$ cat src/rtl/register_file.sv
// DLX integer register file: one write-back port, two registered read ports with
// same-cycle write bypass, and a pending-write scoreboard for RAW hazard detection.
module register_file #(
    parameter int unsigned N      = 32,
    parameter int unsigned ADDR_W = 5
) (
    input  logic              clk,
    input  logic              rst,
    input  logic              wr_en,
    input  logic [ADDR_W-1:0] wr_addr,
    input  logic [N-1:0]      wr_data,
    input  logic              rd1_en,
    input  logic [ADDR_W-1:0] rd1_addr,
    output logic [N-1:0]      rd1_data,
    output logic              rd1_pending,
    input  logic              rd2_en,
    input  logic [ADDR_W-1:0] rd2_addr,
    output logic [N-1:0]      rd2_data,
    output logic              rd2_pending,
    input  logic              mark_en,
    input  logic [ADDR_W-1:0] mark_addr,
    output logic              any_pending
);

    localparam int unsigned DEPTH = 2 ** ADDR_W;

    logic [N-1:0]     regs [DEPTH];
    logic [DEPTH-1:0] pend;
    logic [DEPTH-1:0] pend_next;
    logic [N-1:0]     rd1_next;
    logic [N-1:0]     rd2_next;

    // Post-edge scoreboard: a write clears, a mark to the same register wins.
    always_comb begin
        pend_next = pend;
        if (wr_en && (wr_addr != '0))
            pend_next[wr_addr] = 1'b0;
        if (mark_en && (mark_addr != '0))
            pend_next[mark_addr] = 1'b1;
        pend_next[0] = 1'b0;
    end

    always_comb begin
        rd1_next = regs[rd1_addr];
        if (wr_en && (wr_addr == rd1_addr))
            rd1_next = wr_data;
        if (rd1_addr == '0)
            rd1_next = '0;
    end

    always_comb begin
        rd2_next = regs[rd2_addr];
        if (wr_en && (wr_addr == rd2_addr))
            rd2_next = wr_data;
        if (rd2_addr == '0)
            rd2_next = '0;
    end

    always_ff @(posedge clk) begin
        if (rst) begin
            for (int unsigned i = 0; i < DEPTH; i++)
                regs[i] <= '0;
            pend        <= '0;
            rd1_data    <= '0;
            rd1_pending <= 1'b0;
            rd2_data    <= '0;
            rd2_pending <= 1'b0;
            any_pending <= 1'b0;
        end else begin
            if (wr_en && (wr_addr != '0))
                regs[wr_addr] <= wr_data;
            pend <= pend_next;
            if (rd1_en) begin
                rd1_data    <= rd1_next;
                rd1_pending <= pend_next[rd1_addr];
            end
            if (rd2_en) begin
                rd2_data    <= rd2_next;
                rd2_pending <= pend_next[rd2_addr];
            end
            any_pending <= |pend_next;
        end
    end

endmodule

$ cat config.mk
export PLATFORM = sky130hd
export DESIGN_NAME = register_file
export DESIGN_NICKNAME = d
export VERILOG_FILES = /design/src/rtl/register_file.sv
export SDC_FILE = /design/constraint.sdc
export NUM_CORES = 2
export LEC_CHECK = 0
export CORE_MARGIN = 1.5
export CORE_UTILIZATION = 45
export DETAILED_ROUTE_END_ITERATION = 8
export PLACE_DENSITY_LB_ADDON = 0.1
export SLEW_MARGIN = 40
export SYNTH_ARGS = -nofsm -noshare
export SYNTH_HDL_FRONTEND = slang
export SYNTH_SLANG_ARGS = --single-unit
export TNS_END_PERCENT = 1
$ cat constraint.sdc
create_clock -name clk -period 3 [get_ports clk]
set_input_delay 0.3 -clock clk [delete_from_list [all_inputs] [get_ports clk]]
set_output_delay 0.3 -clock clk [all_outputs]
set_load 0.05 [all_outputs]
Word-level counts from Yosys, hierarchy flattened

Memories as Yosys holds them, arrays and structs flattened.
Cells that the tools add are included.

Register bits: 99
Bits in latches: 0
Bits in writable memories: 1024
ROM bits: 0
Bits of input ports: 58
Output and inout bits: 67
Word-level logic and storage cells: 53
Memories kept: 1

$add $sub $neg: 0
Multiply operators: 0
Divide/modulo/power cells: 0
$lt $le $gt $ge: 6
Equal/unequal tests: 2
Shift-type cells: 0
Mux-type cells: 22
Bitwise gates (word level): 3
Reduce and logical (&&, ||, !) cells: 12

Memory list:

| memory | words | bits a word | read ports | clocked after Yosys merged registers in | write ports | RTL line | source |
|---|---|---|---|---|---|---|---|
| regs   | 32    | 32          | 2          | 0                                       | 32          | 27       | `logic [N-1:0] regs [DEPTH];` |

Operators with widths:

| kind                 | count |
|---|---|
| $mux W32             | 7 |
| $and A32 B32 Y32     | 1 |
| $not A32 Y32         | 1 |
| $or A32 B32 Y32      | 1 |
| $reduce_or A32 Y1    | 1 |
| $reduce_or A31 Y1    | 1 |
| $lt A5 B6 Y1 const B | 4 |
| $bmux W1 S5          | 2 |
| $demux W1 S5         | 2 |
| $eq A5 B5 Y1         | 2 |
| $ge A5 B1 Y1 const B | 2 |
| $logic_not A5 Y1     | 2 |
| $mux W1              | 10 |
| $reduce_bool A5 Y1   | 2 |
| $logic_and A1 B1 Y1  | 6 |
| $mux W5              | 1 |

Logic depth before layout (Yosys ltp)

Word-level depth: 11
Depth in mapped cells: 10
Depth with buffers taken out: 7

Worst setup path after synthesis

No wires, ideal clock.

Path kind: input-to-reg
Start point: input port wr_addr[2]
End point: memory regs[21][0] (enable)
Library setup time: 0.428 ns
Arrival: 2.480 ns
Data required time: 2.572 ns
Slack: 0.092 ns
Stages: 4
Path buffers: 2
Cells stage by stage: buf_1 > nand3b_1 > clkbuf_1 > o21bai_1

RTL lines:

| item               | RTL line | source |
|---|---|---|
| start: declaration | 10       | `input logic [ADDR_W-1:0] wr_addr,` |
| end: declaration   | 27       |  |

Worst setup path after layout

Start point: register rd2_data[22]
End point: output port rd2_data[22]

RTL lines:

| item                     | RTL line | source |
|---|---|---|
| start: declaration       | 18       | `output logic [N-1:0] rd2_data,` |
| start signal: assignment | 78       | `rd2_data <= rd2_next;` |

No word-level cell between the ends.

==> flow_summary.yaml <==
status:
  status: "finished, final reports clean"
grt:
  grt_start_max_net_pins: 66
  grt_first_pass_wirelength_um: 312000
  grt.total_usage: 0.347
  antenna_found_initial: 35
  overflow: 0
  grt_pass1_vias: 38749
sta:
  setup_viol_count_final: 0
  worst_clock_skew_ns: 0.0266
  fmax_mhz: 397
  period_share: 0.840
  rsz0062_at_grt: "no"
  finalSetupTns_ns: 0
  setup_ws_ns: 0.480
  tightest_slew_ns: 0.905
  slew_headroom: 0.396
  slew_violations: 0
  period_minus_slack_ns: 2.52
  finalHoldViolCount: 0
logic_synthesis:
  synthMuxAreaShare: 0.256
  synth_fa_ha_area_frac: 0
  synthTopCellsByCount: "edfxtp_1 (1024), and2_1 (995), mux4_2 (640)"
  synth_top_family_by_area: "multiplexers"
  synth_edf_count: 1024
  ys_ff_latch: 1122
  synth-xor-area-share: 0.00149
  yosysMostFrequentCell: "edfxtp_1"
  yosysUniqueCellTypes: 62
  syn-mean-instance-area_sq_um: 15.4
  async_flop_share: 0
  synth_cells: 3803
  yosysSeqAreaShare: 0.558
  synth_flop_cell: "edfxtp_1"
  synth_top_area_cell: "edfxtp_1"
  yosysTopAreaCellShare: 0.524
  yosys.area_share.simple: 0.133
  synth_compound_area_frac: 0.0242
  yosys_warnings: 0
  syn_area_sq_um: 58700
  yosys-top-cells-area: "edfxtp_1 (52%), mux4_2 (25%), and2_1 (11%)"
placement:
  dp_hpwl_um: 135000
  finalWeightedCongestion: 0.898
  dpl_cell_area_sq_um: 64800
  pre_cts_ws_ns: -0.0664
  port-buffer-count: 124
final_layout:
  nets: 4066
  register_area_sq_um: 32700
  multi_input_comb_area_sq_um: 24900
  nFillCells: 10584
  drive_gt1_frac: 0.305
  synthToLayoutAreaGrowth_pct: 17.9
  utilization: 0.534
  fin_area_sq_um: 69100
clock_network:
  clock_path_buffers: 3
  cts_buffers: 130
  postCtsSetupRepairBufs: 0
  root_buffer: "clkbuf_16"
  clock_latency_ns: 0.79
  cts_sinks: 1122
  h-tree-depth: 4
  cts_tree: "done"
  cts.clk_slew.worst_paths_ns: 0.07
routing:
  dr.pass1.iters: 6
  drc: 0
  dr.first_iter.drc_count: 5673
  wire_per_inst_um: 38.8
  vias: 38814
  drtAntennaViolNets: 0
  via_per_inst: 6.61
  wl_um: 228000
floorplan:
  die_w_um: 364
  io_pins: 125
  die_area_sq_um: 133000
  die_height_um: 364
  start_util: 0.453
  core.rowCount: 132
  core_area_sq_um: 129000
job:
  maxCapViolations: 0
worst_hold_path:
  hp-class: "primary input to flop"
power_and_ir_drop:
  combPwrFrac: 0.136
  intPower_mw: 29.8
  pwr-share-seq: 0.461
  switching_share: 0.257
  p_sw_mw: 10.3
  power_density_nw_per_um2: 580
  ir_drop_mv: 0.531
  leakage_nw: 23.9
  total_power_mw: 40.1
  power_frac_clock: 0.403
critical_path:
  crit_slowest_cell: "clkdlybuf4s50_1"
  worst-setup-path-type: "flop to output pin"
  path_max_fanout: 2
  path_cells: "clkdlybuf4s50_1"
  crit_cells: 1
  start_kind: "flop"
  cp.required_ns: 2.70
  critical-path-top-delay-family: "buffers and inverters"
  r2r-end: "rd1_data[5]"
  crit_buf_inv: 1
  slowest_delay_ns: 0.90
  r2r_start: "regs[31][5]"
  crit_end: "rd2_data[22]"
  startpoint: "rd2_data[22]"
  arrival_ns: 2.22
  critPathCaptureType: "output pin"
  r2r_cells: 6
  worst-r2r-setup-slack_ns: 0.66
## repair_timing
item | in CTS | in global routing
endpoints found under the hold margin | 10 | 0
gates resized for setup | 0 | 0
hold buffers | 1 | 0
## state kept, by name, indices dropped and copies added, names as in the netlist
name / flops
any_pending: 1
pend: 31
rd1_pending: 1
regs: 1024
rd2_data: 32
rd1_data: 32
rd2_pending: 1
## metrics by stage
step | cells | hold slack [ns]
after floorplan | 3834 | 0.409
after global placement | 5614 | 0.439
after detailed placement | 5617 | 0.448
after CTS | 5860 | 0.0845
after global routing | 5863 | 0.115
final | 5874 | 0.116
## layer usage
metal,track usage,share of wire,up-vias
met5,0,0.00017,-
met3,0.0730,0.10,594
met4,0.175,0.053,6
li1,-,-,15077
met2,0.547,0.47,2701
met1,0.458,0.37,20436
## power by group through the flow
stage	Sequential [mW]	Combinational [mW]	Clock [mW]
floorplan	18.9	2.88	0
global placement	18.7	5.37	0
detailed placement	18.8	5.39	0
CTS	18.4	5.41	16.3
global route	18.5	5.60	16.9
finish	18.5	5.45	16.1
## worst min path at each step
stage | startpoint | end | slack, ns | depth (start not counted)
after CTS | wr_data[18] | rd1_data[18] | 0.08 | 3
after floorplan | rd1_en | rd1_pending | 0.41 | 1
after global routing | wr_data[22] | regs[30][22] | 0.11 | 2
after detailed placement | rd1_data[14] | rd1_data[14] | 0.45 | 2
final | wr_data[22] | regs[18][22] | 0.12 | 2
after global placement | rd2_data[12] | rd2_data[12] | 0.44 | 2
## cell families after synthesis
logic type	count (synthesis)
AND/OR/NAND/NOR	1341
buffers and inverters	403
flip-flops	1122
XOR/XNOR	10
multiplexers	697
other	1
AO/OA/AOI/OAI	229
## cell usage in the layout (no fill, tap or decap), drive strengths merged, types with 4 or more instances in the layout
master and n:
a22o 7, nand4 5, buf 342, clkinv 44
nand3 23, xor2 8, a22oi 16, clkbuf 180
and2 995, mux2 10, nand3b 10, nand2 172
o21ai 124, nor2 70, inv 13, a211oi 4
edfxtp 1024, o211ai 5, nor4 6, nor3 4
a21o 5, clkinvlp 4, nand2b 17, conb 32
nor2b 8, bufinv 9, and3b 4, nor3b 6
mux4 640, clkdlybuf4s50 94, a222oi 10, diode 14
dfxtp 98, o21bai 11, mux2i 47, a21oi 20
## cell type report
cell class              count  share of cell area
well taps                1742              0.0315
diodes                     14            0.000507
flip-flops and latches   1122               0.473
clock buffers             180              0.0532
multi-input cells        2309               0.360
clock inverters            62             0.00881
inverters                   8            0.000471
repair buffers            437              0.0725
Note: power is estimated with default switching activity, not from simulation.
